<file path="src/rtl/phase_error_decimator.sv">
// Integrate-and-dump decimator: averages 2^LOG2_DEC phase-error samples, applies a power-of-two gain.
// Define PHASE_ERROR_DECIMATOR_SAT_EN to clamp out-of-range results; otherwise they wrap (overflow_o still flags).
`timescale 1ns/1ps

module phase_error_decimator #(
    parameter int LOG2_DEC  = 4,
    parameter int GAIN_LOG2 = 0,
    parameter int DATA_W    = 16
) (
    input  logic                     clk_i,
    input  logic                     reset_i,
    input  logic                     clear_i,
    input  logic                     sample_valid_i,
    input  logic signed [DATA_W-1:0] sample_i,
    output logic signed [DATA_W-1:0] data_o,
    output logic                     valid_o,
    output logic                     overflow_o,
    output logic [LOG2_DEC-1:0]      fill_o
);

    localparam int ACC_W = DATA_W + LOG2_DEC;
    localparam int SHIFT = LOG2_DEC - GAIN_LOG2;
    localparam logic [LOG2_DEC-1:0]     CNT_LAST = '1;
    localparam logic signed [ACC_W-1:0] OUT_MAX  = {{(LOG2_DEC+1){1'b0}}, {(DATA_W-1){1'b1}}};
    localparam logic signed [ACC_W-1:0] OUT_MIN  = {{(LOG2_DEC+1){1'b1}}, {(DATA_W-1){1'b0}}};

    typedef enum logic {ST_ACCUM, ST_DUMP} state_t;

    state_t                    state_q;
    logic signed [ACC_W-1:0]   acc_q;
    logic signed [ACC_W-1:0]   dump_q;
    logic [LOG2_DEC-1:0]       cnt_q;
    logic                      dump_pend_q;
    logic signed [DATA_W-1:0]  data_q;
    logic                      valid_q;
    logic                      ovf_q;

    logic signed [ACC_W-1:0]   sample_ext;
    logic signed [ACC_W-1:0]   acc_d;
    logic signed [ACC_W-1:0]   scaled;
    logic                      out_of_range;

    function automatic logic signed [DATA_W-1:0] fit_out(input logic signed [ACC_W-1:0] v);
`ifdef PHASE_ERROR_DECIMATOR_SAT_EN
        if (v > OUT_MAX) return DATA_W'(OUT_MAX);
        if (v < OUT_MIN) return DATA_W'(OUT_MIN);
        return DATA_W'(v);
`else
        return DATA_W'(v);
`endif
    endfunction

    // Sign extension into the wide accumulator means a full window can never wrap.
    assign sample_ext   = {{LOG2_DEC{sample_i[DATA_W-1]}}, sample_i};
    assign acc_d        = acc_q + sample_ext;
    assign scaled       = dump_q >>> SHIFT;
    assign out_of_range = (scaled > OUT_MAX) || (scaled < OUT_MIN);

    always_ff @(posedge clk_i or posedge reset_i) begin
        if (reset_i) begin
            state_q     <= ST_ACCUM;
            acc_q       <= '0;
            dump_q      <= '0;
            cnt_q       <= '0;
            dump_pend_q <= 1'b0;
            data_q      <= '0;
            valid_q     <= 1'b0;
            ovf_q       <= 1'b0;
        end else begin
            valid_q <= 1'b0;

            if (state_q == ST_DUMP) begin
                data_q  <= fit_out(scaled);
                valid_q <= 1'b1;
                state_q <= ST_ACCUM;
            end

            // The window sum waits one cycle in dump_q before the DUMP state consumes it.
            if (dump_pend_q) begin
                state_q     <= ST_DUMP;
                dump_pend_q <= 1'b0;
            end

            if (clear_i)
                ovf_q <= 1'b0;
            if (state_q == ST_DUMP && out_of_range)
                ovf_q <= 1'b1;

            if (clear_i) begin
                acc_q <= '0;
                cnt_q <= '0;
            end else if (sample_valid_i) begin
                if (cnt_q == CNT_LAST) begin
                    dump_q      <= acc_d;
                    acc_q       <= '0;
                    cnt_q       <= '0;
                    dump_pend_q <= 1'b1;
                end else begin
                    acc_q <= acc_d;
                    cnt_q <= cnt_q + 1'b1;
                end
            end
        end
    end

    assign data_o     = data_q;
    assign valid_o    = valid_q;
    assign overflow_o = ovf_q;
    assign fill_o     = cnt_q;

endmodule

</file>
<file path="config.mk">
export PLATFORM = sky130hd
export DESIGN_NAME = phase_error_decimator
export DESIGN_NICKNAME = d
export VERILOG_FILES = /design/src/rtl/phase_error_decimator.sv
export SDC_FILE = /design/constraint.sdc
export NUM_CORES = 1
export LEC_CHECK = 0
export ABC_AREA = 0
export CAP_MARGIN = 5
export CELL_PAD_IN_SITES_DETAIL_PLACEMENT = 1
export CELL_PAD_IN_SITES_GLOBAL_PLACEMENT = 2
export CORE_ASPECT_RATIO = 1.2
export CORE_MARGIN = 1.5
export CORE_UTILIZATION = 39
export CTS_CLUSTER_SIZE = 28
export DETAILED_ROUTE_END_ITERATION = 8
export HOLD_SLACK_MARGIN = 0.15
export PLACE_DENSITY = 0.92
export SYNTH_ARGS = -nofsm -noshare
export SYNTH_HDL_FRONTEND = slang
export SYNTH_SLANG_ARGS = --single-unit
</file>
<file path="constraint.sdc">
create_clock -name clk_i -period 5.5 [get_ports clk_i]
set_input_delay 0.825 -clock clk_i [delete_from_list [all_inputs] [get_ports clk_i]]
set_output_delay 0.825 -clock clk_i [all_outputs]
set_load 0.05 [all_outputs]
</file>
==> flow_summary_export.csv, run 1 <==
group,metric,value,unit
worst_hold_path,hold_path_class,"reg -> reg",
grt,wire_length_of_the_first_global_routing_pass,11.7,mm
grt,vias_in_the_first_global_route,2320,
yosys,yosys_register_bits,60,
final_layout,layout-area-overhead-vs-synth,21.5,%
die,core,7710,µm²
routing,avgViaCountPerCell,5.46,
clock_tree,cts_tree,"done",
place,buffer_ports.inserted,41,
clock_tree,post-cts-setup-buffer-count,0,
clock_tree,clk_pin_slew,0.07,ns
yosys,netlist.top_cell.by_area,"sky130_fd_sc_hd__dfrtp_1",
yosys,number_of_synthesized_flops_with_an_enable_pin,0,
die,fp.dieH,101,µm
timing,fin_crit,3.11,ns
grt,grt_util_all_layers,0.181,
final_layout,layout-drive-gt1-share,0.187,
setup_path,worstPathRequired,5.72,ns
place,placement.cell_area,3620,µm²
timing,maxClockFrequency,322,MHz
setup_path,worstSetupEndpointType,"register",
power_and_ir_drop,power-per-cell-area,296,nW/µm²
timing,clock_skew,0.00873,ns
grt,use_met3,0.0508,
place,post-dp-hpwl,4.92,mm
yosys,synth_async_sr_flop_share,1.00,
yosys,cell_count_after_synthesis,266,
routing,drt_iter0_drc,81,
power_and_ir_drop,power.switching_fraction,0.314,
final_layout,postLayoutCellArea,3790,µm²
grt,groute.layer.met2.usage,0.302,
power_and_ir_drop,largest_voltage_drop_on_the_vdd_net,0.164,mV
power_and_ir_drop,power_report.internal_total,0.771,mW
die,starting_utilization_of_the_core_area,0.405,
final_layout,nNetsFinal,352,
power_and_ir_drop,power_leakage,1.80,nW
clock_tree,cts-buffers-inserted,9,
grt,number_of_antenna_violations_at_the_first_check_in_global_routing,0,
power_and_ir_drop,switchingPower,0.353,mW
timing,setup_repair_after_global_routing_missed_its_margin,"no",
final_layout,antenna_diode_count,0,
die,design.portCount,42,
yosys,synth_fp_nets,307,
grt,most_used_layer_global_route,"met2",
routing,drcViolationCount,0,
timing,final_min_period_over_clock_period,0.565,
final_layout,layoutNonFillerInstCount,407,
power_and_ir_drop,clock_power_share,0.314,
place,place.gp.congestion,0.783,
power_and_ir_drop,sequentialPowerShare,0.428,
yosys,cell_with_the_most_instances_after_synthesis,"sky130_fd_sc_hd__dfrtp_1",
setup_path,critPathMaxFanout,3,
yosys,avgSynthCellArea,11.7,µm²
clock_tree,post_cts_sizing_count,0,
place,place.detailed.instances,392,
clock_tree,clkLatencyLatePin,0.34,ns
routing,antenna_left,0,
routing,detail_route.wl_per_cell,17.5,µm
setup_path,regToRegSetupSlack,2.99,ns
yosys,ys_top_cells_by_area,"sky130_fd_sc_hd__dfrtp_1 48%, sky130_fd_sc_hd__mux2_2 11%, sky130_fd_sc_hd__ha_1 8.0%, sky130_fd_sc_hd__a22o_1 4.8%, sky130_fd_sc_hd__xor2_1 3.4%",
grt,globalRouteOverflowTotal,0,
yosys,dominantRegCellSynth,"sky130_fd_sc_hd__dfrtp_1",
flow_run,drv.max_cap_violation_count,0,
outcome,outcome,"completed",
yosys,synth_top_area_share,0.481,
setup_path,critical_path_class,"in -> reg",
timing,max_slew.worst_pin.slew,1.08,ns
timing,hold_violations,0,
timing,worst_max_slew_margin_expressed_relative_to_the_limit,0.279,
clock_tree,max_clock_buf_depth,2,
yosys,synth.yosys.seq_area_share,0.481,
timing,finalSetupViolCount,0,
yosys,ys.warnings.count,0,
setup_path,arrival_time_at_the_worst_endpoint,3.33,ns
routing,routed-via-count,2221,
yosys,cell_types_with_the_highest_counts_after_synthesis,"60 x sky130_fd_sc_hd__dfrtp_1, 31 x sky130_fd_sc_hd__mux2_2, 20 x sky130_fd_sc_hd__ha_1",
clock_tree,cts.htree.levels,3,
grt,grt_use_met1,0.221,
clock_tree,clock_tree_root_buffer_cell,"sky130_fd_sc_hd__clkbuf_8",
yosys,cell_area_after_synthesis,3120,µm²
routing,wirelength,7.12,mm
die,design.die.area,8550,µm²
clock_tree,cts_num_sinks,60,
power_and_ir_drop,comb_power_share,0.258,
routing,firstDrtPassIters,3,
grt,maximum_number_of_pins_on_one_net_before_global_route_repair,61,
timing,slew_limit_fails,0,
setup_path,element_type_at_the_critical_path_start,"input port",
yosys,synth_cell_type_count,44,
die,standard_cell_rows,35,
timing,tns,0,ns
die,fp.dieW,84.7,µm
clock_tree,post_cts_hold_buffer_count,0,
## final timing paths
path                       cells past startpoint                   from                      to
setup / recovery                              12            sample_i[0]  dump_q[18]$_DFFE_PP0P_
hold / removal                                 0  dump_pend_q$_DFF_PP0_       state_q$_DFF_PP0_
setup reg to reg                              11   acc_q[0]$_DFFE_PP0P_  dump_q[18]$_DFFE_PP0P_
hold reg to reg                                0  dump_pend_q$_DFF_PP0_       state_q$_DFF_PP0_
max in group asynchronous                      3                reset_i   dump_q[9]$_DFFE_PP0P_
min in group asynchronous                      3                reset_i  data_o[12]$_DFFE_PP0P_
## stage by stage
stage,worst slack [ns],total power [mW],utilization,hold slack [ns]
after floorplan,2.84,0.705,-,0.331
after global placement,2.19,0.769,0.470,0.333
after detailed placement,2.09,0.780,0.470,0.355
after CTS,2.42,1.14,0.492,0.369
after global routing,2.18,1.20,0.492,0.381
final,2.39,1.12,0.492,0.372
## power groups by stage
stage                     Sequential, mW  Clock [mW]  Combinational, mW
after detailed placement           0.490           0              0.290
final                              0.482       0.353              0.290
after global placement             0.488           0              0.281
after global routing               0.484       0.387              0.325
after floorplan                    0.489           0              0.215
after CTS                          0.482       0.364              0.294
## area by class of cell
| cell class | count | area [µm²] |
|---|---|---|
| multi-input cells | 191 | 1560 |
| well taps | 92 | 115 |
| fillers | 806 | 3910 |
| flip-flops and latches | 60 | 1500 |
| inverters | 6 | 22.5 |
| clock inverters | 2 | 10.0 |
| repair buffers | 43 | 425 |
| clock buffers | 13 | 159 |
## cell usage in the layout, fill, tap and decap left out, types with 5 or more instances in the layout
master | Yosys | layout
sky130_fd_sc_hd__a22o_1 | 17 | 17
sky130_fd_sc_hd__xor2_1 | 12 | 12
sky130_fd_sc_hd__inv_1 | 6 | 5
sky130_fd_sc_hd__nand3_1 | 6 | 6
sky130_fd_sc_hd__dfrtp_1 | 60 | 60
sky130_fd_sc_hd__xnor2_1 | 9 | 9
sky130_fd_sc_hd__nor2_1 | 13 | 12
sky130_fd_sc_hd__clkdlybuf4s50_1 | 0 | 41
sky130_fd_sc_hd__ha_1 | 20 | 20
sky130_fd_sc_hd__nand2_1 | 18 | 18
sky130_fd_sc_hd__a21oi_1 | 16 | 16
sky130_fd_sc_hd__mux2_2 | 31 | 31
sky130_fd_sc_hd__clkbuf_8 | 0 | 11
sky130_fd_sc_hd__o21ai_0 | 9 | 9
## kinds of logic (layout without fill, tap and decap cells)
group                      after synthesis  in the layout  synth area share
AOI/OAI and AO/OA                       69             69             0.163
xor gates and xnor gates                21             21            0.0589
adders and majority gates               21             21            0.0866
buffers and inverters                   15             64            0.0240
DFF                                     60             60             0.481
muxes                                   32             32             0.115
and+or+nand+nor                         48             48            0.0717
## flip-flops by register name, indices dropped and copies added, names as in the netlist
signal / flops
state_q: 1
overflow_o: 1
data_o: 16
dump_q: 16
fill_o: 4
dump_pend_q: 1
valid_o: 1
acc_q: 20
## critical path, cell delays in order
cell	delay [ns]
sky130_fd_sc_hd__clkdlybuf4s50_1	0.46
sky130_fd_sc_hd__ha_1	0.16
sky130_fd_sc_hd__inv_1	0.06
sky130_fd_sc_hd__fa_1	0.40
sky130_fd_sc_hd__nor2b_1	0.21
sky130_fd_sc_hd__o21bai_1	0.10
sky130_fd_sc_hd__a21boi_1	0.28
sky130_fd_sc_hd__o21ai_1	0.13
sky130_fd_sc_hd__o221ai_1	0.16
sky130_fd_sc_hd__a21oi_1	0.12
sky130_fd_sc_hd__xnor2_1	0.16
sky130_fd_sc_hd__mux2_2	0.27
## routing by layer
metal,part of all wire,up-vias
li1,-,1055
met1,0.44,1126
met2,0.51,30
met3,0.026,10
met4,0.018,0
met5,0,-
(Power assumes the default switching activity.)
==> run 2: changes to the inputs <==
--- a/config.mk
+++ b/config.mk
@@ -11,11 +11,11 @@
 export CELL_PAD_IN_SITES_GLOBAL_PLACEMENT = 2
 export CORE_ASPECT_RATIO = 1.2
 export CORE_MARGIN = 1.5
-export CORE_UTILIZATION = 39
+export CORE_UTILIZATION = 33
 export CTS_CLUSTER_SIZE = 28
 export DETAILED_ROUTE_END_ITERATION = 8
 export HOLD_SLACK_MARGIN = 0.15
-export PLACE_DENSITY = 0.92
+export PLACE_DENSITY = 0.84
 export SYNTH_ARGS = -nofsm -noshare
 export SYNTH_HDL_FRONTEND = slang
 export SYNTH_SLANG_ARGS = --single-unit
==> constraint.sdc (replaced) <==
create_clock -name clk_i -period 2.7 [get_ports clk_i]
set_input_delay 0.405 -clock clk_i [delete_from_list [all_inputs] [get_ports clk_i]]
set_output_delay 0.405 -clock clk_i [all_outputs]
set_load 0.05 [all_outputs]
==> run 2 against run 1 <==
Worst hold slack got worse by 0.0094 ns; global-route usage decreased by 2.2 points; highest routed layer unchanged; non-clock buffer count increased by 27; cell area increased by 6.6%; die area increased by 18%; setup slack got worse by 2.2 ns; sequential cell count unchanged; register-to-register slack got worse by 2.6 ns.
==> flow_summary_export.csv, run 2 (synthesis gave the netlist of run 1 again) <==
group,metric,value,unit
clock_tree,cts.htree.levels,3,
final_layout,final_common_cell,"sky130_fd_sc_hd__dfrtp_1",
grt,number_of_antenna_violations_at_the_first_check_in_global_routing,0,
worst_hold_path,hold_path_class,"reg -> reg",
flow_run,drv.max_cap_violation_count,0,
clock_tree,max_clock_buf_depth,2,
power_and_ir_drop,power-per-cell-area,584,nW/µm²
setup_path,worstSetupEndpointType,"register",
timing,maxClockFrequency,400,MHz
timing,fin_crit,2.50,ns
power_and_ir_drop,power_leakage,1.93,nW
clock_tree,post_cts_hold_buffer_count,0,
timing,setup_repair_after_global_routing_missed_its_margin,"no",
setup_path,critPathMaxFanout,3,
final_layout,largest_register_ffs,20,
setup_path,worstPathRequired,2.92,ns
timing,clock_skew,0.00657,ns
clock_tree,clkLatencyLatePin,0.33,ns
final_layout,filler_cell_count,1019,
timing,hold_violations,0,
final_layout,antenna_diode_count,0,
worst_hold_path,holdCritStartpoint,"dump_pend_q$_DFF_PP0_",
die,design.portCount,42,
setup_path,regToRegSetupSlack,0.38,ns
outcome,outcome,"completed",
worst_hold_path,hold_path_depth,0,
timing,worst_max_slew_margin_expressed_relative_to_the_limit,0.451,
power_and_ir_drop,largest_voltage_drop_on_the_vdd_net,0.250,mV
setup_path,reg2reg_to,"dump_q[12]$_DFFE_PP0P_",
die,core,9130,µm²
routing,wirelength,7.39,mm
clock_tree,clock_tree_root_buffer_cell,"sky130_fd_sc_hd__clkbuf_8",
clock_tree,post-cts-setup-buffer-count,0,
timing,slew_limit_fails,0,
setup_path,critical_path_class,"in -> reg",
routing,antenna_left,0,
routing,detail_route.wl_per_cell,16.0,µm
power_and_ir_drop,power_report.internal_total,1.63,mW
setup_path,element_type_at_the_critical_path_start,"input port",
routing,drt_iter0_drc,75,
clock_tree,cts_tree,"done",
final_layout,most-common-layout-cells,"60 x sky130_fd_sc_hd__dfrtp_1, 41 x sky130_fd_sc_hd__clkdlybuf4s50_1, 31 x sky130_fd_sc_hd__mux2_2, 28 x sky130_fd_sc_hd__buf_4, 20 x sky130_fd_sc_hd__ha_1",
place,post-dp-hpwl,5.35,mm
routing,firstDrtPassIters,4,
final_layout,layout-drive-gt1-share,0.257,
clock_tree,clk_pin_slew,0.07,ns
routing,routed-via-count,2342,
grt,maximum_number_of_pins_on_one_net_before_global_route_repair,34,
power_and_ir_drop,sequentialPowerShare,0.414,
timing,postLayoutSetupSlackWorst,0.200,ns
die,design.die.area,10100,µm²
grt,wire_length_of_the_first_global_routing_pass,12.4,mm
grt,grt_util_all_layers,0.158,
worst_hold_path,min_delay_worst_endpoint,"state_q$_DFF_PP0_",
timing,max_slew.worst_pin.slew,0.823,ns
timing,final_min_period_over_clock_period,0.926,
final_layout,nNetsFinal,379,
power_and_ir_drop,design_power_total,2.36,mW
final_layout,final-seq-area,1500,µm²
die,fp.dieW,91.8,µm
setup_path,arrival_time_at_the_worst_endpoint,2.72,ns
power_and_ir_drop,switchingPower,0.736,mW
clock_tree,cts-buffers-inserted,9,
final_layout,layout-area-overhead-vs-synth,29.6,%
power_and_ir_drop,comb_power_share,0.290,
place,buffer_ports.inserted,41,
timing,tns,0,ns
power_and_ir_drop,clock_power_share,0.296,
final_layout,largest_reg_by_ff_count,"acc_q",
die,fp.dieH,110,µm
grt,globalRouteOverflowTotal,0,
timing,finalSetupViolCount,0,
routing,avgViaCountPerCell,5.06,
die,starting_utilization_of_the_core_area,0.342,
final_layout,combined_area_of_the_multi_input_logic_cells,1570,µm²
power_and_ir_drop,power.switching_fraction,0.311,
routing,drcViolationCount,0,
setup_path,worstRegToRegCells,7,
place,place.gp.congestion,0.807,
setup_path,origin_of_the_critical_flop_to_flop_path,"acc_q[4]$_DFFE_PP0P_",
grt,vias_in_the_first_global_route,2574,
die,standard_cell_rows,38,
place,dpl_worst_slack,-0.382,ns
clock_tree,cts_num_sinks,60,
==> run 2: final cells by class <==
cell class / count / share of cell area
inverter: 6 / 0.00557
tap: 120 / 0.0371
clock inverter: 2 / 0.00247
timing repair buffer: 70 / 0.158
sequential: 60 / 0.371
clock buffer: 14 / 0.0377
multi-input combinational: 191 / 0.388
==> run 2: power groups by stage <==
stage / Clock [mW] / Combinational [mW] / Sequential (mW)
after global routing: 0.749 / 0.758 / 0.986
after detailed placement: 0 / 0.678 / 0.996
after CTS: 0.724 / 0.686 / 0.980
after global placement: 0 / 0.657 / 0.994
after floorplan: 0 / 0.439 / 0.996
final: 0.699 / 0.685 / 0.980
==> run 2: worst max path at each step <==
stage	start	end	slack (ns)	cells after the start
4_1_cts	sample_i[0]	dump_q[16]$_DFFE_PP0P_	0.07	12
3_3_place_gp	sample_i[0]	dump_q[16]$_DFFE_PP0P_	-0.20	12
2_1_floorplan	sample_i[0]	dump_q[16]$_DFFE_PP0P_	0.46	11
6_report	sample_i[0]	dump_q[16]$_DFFE_PP0P_	0.20	12
5_1_grt	sample_i[0]	dump_q[18]$_DFFE_PP0P_	0.04	12
3_5_place_dp	sample_i[0]	dump_q[16]$_DFFE_PP0P_	-0.38	12
==> run 2: routing by layer <==
layer	track usage	vias up	wire length, µm
li1	-	1112	-
met1	0.188	1184	3260
met2	0.286	35	3830
met3	0.0228	11	149
met4	0.0692	0	138
met5	0	-	0
==> run 2: critical path: stages <==
cell	delay (ns)
sky130_fd_sc_hd__clkdlybuf4s50_1	0.46
sky130_fd_sc_hd__ha_1	0.16
sky130_fd_sc_hd__inv_1	0.05
sky130_fd_sc_hd__fa_2	0.35
sky130_fd_sc_hd__nor2b_2	0.15
sky130_fd_sc_hd__o21bai_1	0.09
sky130_fd_sc_hd__a21boi_2	0.22
sky130_fd_sc_hd__o21ai_1	0.11
sky130_fd_sc_hd__nand2_1	0.11
sky130_fd_sc_hd__a41oi_2	0.16
sky130_fd_sc_hd__xnor2_1	0.18
sky130_fd_sc_hd__mux2_2	0.27
==> run 2: repair_timing <==
item / 4_1_cts / 5_1_grt
pin swaps: 0 / 2
endpoints found under the setup margin: 1 / 4
resized for setup: 1 / 3
==> run 2: per-stage QoR <==
stage          cell area [µm²]  utilization  cells  hold WS (ns)
2_1_floorplan             3120            -    266         0.331
3_3_place_gp              3870        0.424    447         0.331
3_5_place_dp              3870        0.424    447         0.355
4_1_cts                   4030        0.442    463         0.370
5_1_grt                   4050        0.443    463         0.367
6_report                  4050        0.443    463         0.362
==> run 3: changes to the inputs <==
--- a/config.mk
+++ b/config.mk
@@ -9,7 +9,7 @@
 export CAP_MARGIN = 5
 export CELL_PAD_IN_SITES_DETAIL_PLACEMENT = 1
 export CELL_PAD_IN_SITES_GLOBAL_PLACEMENT = 2
-export CORE_ASPECT_RATIO = 1.2
+export CORE_ASPECT_RATIO = 1.1
 export CORE_MARGIN = 1.5
 export CORE_UTILIZATION = 33
 export CTS_CLUSTER_SIZE = 28
==> run 3 against run 2 <==
Die area about the same; sequential power barely moved; global-route usage rose by 0.74 points; clock skew down 0.00053 ns; cell count decreased by 0.43%; critical endpoint is now dump_q[18]$_DFFE_PP0P_; largest cell class unchanged; largest power group unchanged; highest routed layer unchanged.
==> flow_summary_export.csv, run 3 (synthesis gave the netlist of run 1 again) <==
group,metric,value,unit
routing,avgViaCountPerCell,4.97,
grt,globalRouteOverflowTotal,0,
clock_tree,clk_pin_slew,0.06,ns
final_layout,most-common-layout-cells,"60 x sky130_fd_sc_hd__dfrtp_1, 41 x sky130_fd_sc_hd__clkdlybuf4s50_1, 31 x sky130_fd_sc_hd__mux2_2, 30 x sky130_fd_sc_hd__buf_4, 20 x sky130_fd_sc_hd__ha_1",
clock_tree,cts.htree.levels,3,
die,starting_utilization_of_the_core_area,0.337,
timing,max_slew.worst_pin.slew,0.760,ns
place,place.detailed.instances,446,
power_and_ir_drop,sequentialPowerShare,0.413,
grt,wire_length_of_the_first_global_routing_pass,12.5,mm
final_layout,final_common_cell,"sky130_fd_sc_hd__dfrtp_1",
timing,slew_limit_fails,0,
final_layout,layout-drive-gt1-share,0.259,
die,design.portCount,42,
power_and_ir_drop,power-per-cell-area,587,nW/µm²
place,post-dp-hpwl,5.28,mm
setup_path,arrival_time_at_the_worst_endpoint,2.70,ns
timing,setup_repair_after_global_routing_missed_its_margin,"no",
setup_path,crit_cells,12,
timing,clock_skew,0.00604,ns
place,buffer_ports.inserted,41,
setup_path,critical_path_class,"in -> reg",
timing,fin_crit,2.47,ns
setup_path,family_with_the_most_delay_on_the_worst_path,"compound AO/OA/AOI/OAI gates",
final_layout,antenna_diode_count,0,
final_layout,finalCoreUtilization,0.438,
clock_tree,cts_tree,"done",
worst_hold_path,hold_path_depth,0,
setup_path,critical_path.max_stage_delay,0.46,ns
routing,drcViolationCount,0,
clock_tree,cts_num_sinks,60,
clock_tree,clkLatencyLatePin,0.35,ns
setup_path,timing.critical_path.buf_inv,2,
power_and_ir_drop,power_leakage,1.94,nW
routing,detail_route.wl_per_cell,15.9,µm
setup_path,worstPathRequired,2.93,ns
power_and_ir_drop,clock_power_share,0.303,
setup_path,worstRegToRegCells,8,
routing,drt_iter0_drc,66,
flow_run,drv.max_cap_violation_count,0,
clock_tree,cts-buffers-inserted,9,
grt,vias_in_the_first_global_route,2505,
setup_path,element_type_at_the_critical_path_start,"input port",
die,core,9260,µm²
timing,maxClockFrequency,404,MHz
place,place.gp.congestion,0.760,
grt,grt_util_all_layers,0.166,
outcome,outcome,"completed",
setup_path,worstPathCellList,"clkdlybuf4s50_1, ha_1, inv_1, fa_1, nor2b_2, o21bai_1, a21boi_2, o21ai_1, o221ai_1, a21oi_1, xnor2_1, mux2_2",
timing,final_min_period_over_clock_period,0.916,
clock_tree,post_cts_hold_buffer_count,0,
routing,antenna_left,0,
power_and_ir_drop,power.switching_fraction,0.307,
clock_tree,post-cts-setup-buffer-count,0,
grt,maximum_number_of_pins_on_one_net_before_global_route_repair,28,
power_and_ir_drop,power_report.internal_total,1.65,mW
power_and_ir_drop,switchingPower,0.731,mW
setup_path,critPathMaxFanout,3,
setup_path,worstSetupEndpointType,"register",
final_layout,layout-area-overhead-vs-synth,29.8,%
die,design.die.area,10100,µm²
power_and_ir_drop,largest_voltage_drop_on_the_vdd_net,0.281,mV
timing,hold_violations,0,
setup_path,crit_slowest_cell,"sky130_fd_sc_hd__clkdlybuf4s50_1",
final_layout,layoutNonFillerInstCount,461,
clock_tree,post_cts_sizing_count,0,
die,standard_cell_rows,37,
final_layout,largest_reg_by_ff_count,"acc_q",
place,dpl_worst_slack,-0.226,ns
routing,firstDrtPassIters,4,
die,fp.dieW,95.7,µm
timing,worst_max_slew_margin_expressed_relative_to_the_limit,0.493,
timing,finalSetupViolCount,0,
routing,routed-via-count,2292,
power_and_ir_drop,design_power_total,2.38,mW
power_and_ir_drop,comb_power_share,0.285,
clock_tree,max_clock_buf_depth,2,
grt,number_of_antenna_violations_at_the_first_check_in_global_routing,0,
timing,postLayoutSetupSlackWorst,0.227,ns
routing,wirelength,7.32,mm
final_layout,largest_register_ffs,20,
clock_tree,clock_tree_root_buffer_cell,"sky130_fd_sc_hd__clkbuf_8",
final_layout,nNetsFinal,381,
worst_hold_path,hold_path_class,"reg -> reg",
die,fp.dieH,105,µm
## run 3: cell count changes in the layout (fill, tap and decap cells not counted)
cell,delta
sky130_fd_sc_hd__a41oi_1,+1
sky130_fd_sc_hd__fa_1,+1
sky130_fd_sc_hd__clkbuf_8,+1
sky130_fd_sc_hd__a41oi_2,-1
sky130_fd_sc_hd__buf_4,+2
sky130_fd_sc_hd__fa_2,-1
sky130_fd_sc_hd__clkbuf_1,-2
## run 3: power by group through the flow
stage               logic [mW]  clock network (mW)  registers, mW
floorplan                0.439                   0          0.996
global placement         0.660                   0          0.996
detailed placement       0.677                   0          0.998
CTS                      0.686               0.749          0.983
global route             0.760               0.777          0.989
finish                   0.677               0.720          0.982
## run 3: metal layers
layer	vias up	track usage	wire (µm)
li1	1113	-	-
met1	1141	0.208	3250
met2	29	0.266	3700
met3	9	0.0298	200
met4	0	0.0882	173
met5	-	0	0
## run 3: final cells by class
class / count / area, µm²
Timing Repair Buffer: 72 / 656
Inverter: 6 / 22.5
Clock buffer: 13 / 159
Clock inverter: 2 / 10.0
Sequential cell: 60 / 1500
Tap cell: 117 / 146
Fill cell: 1036 / 5210
Multi-Input combinational cell: 191 / 1560
## run 3: worst paths after layout
kind	slack, ns	endpoint	start
min reg2reg	0.35	state_q$_DFF_PP0_	dump_pend_q$_DFF_PP0_
min	0.35	state_q$_DFF_PP0_	dump_pend_q$_DFF_PP0_
max	0.23	dump_q[18]$_DFFE_PP0P_	sample_i[0]
min in group asynchronous	0.45	overflow_o$_DFFE_PP0P_	reset_i
max reg2reg	0.38	acc_q[19]$_DFFE_PP0P_	acc_q[7]$_DFFE_PP0P_
max in group asynchronous	1.66	dump_q[5]$_DFFE_PP0P_	reset_i
## run 3: stage by stage
stage / TNS [ns] / hold WS, ns / area, µm²
finish: 0 / 0.352 / 4050
global route: 0 / 0.364 / 4050
CTS: 0 / 0.357 / 4050
detailed placement: -1.87 / 0.342 / 3880
global placement: -1.05 / 0.332 / 3880
floorplan: 0 / 0.331 / 3120
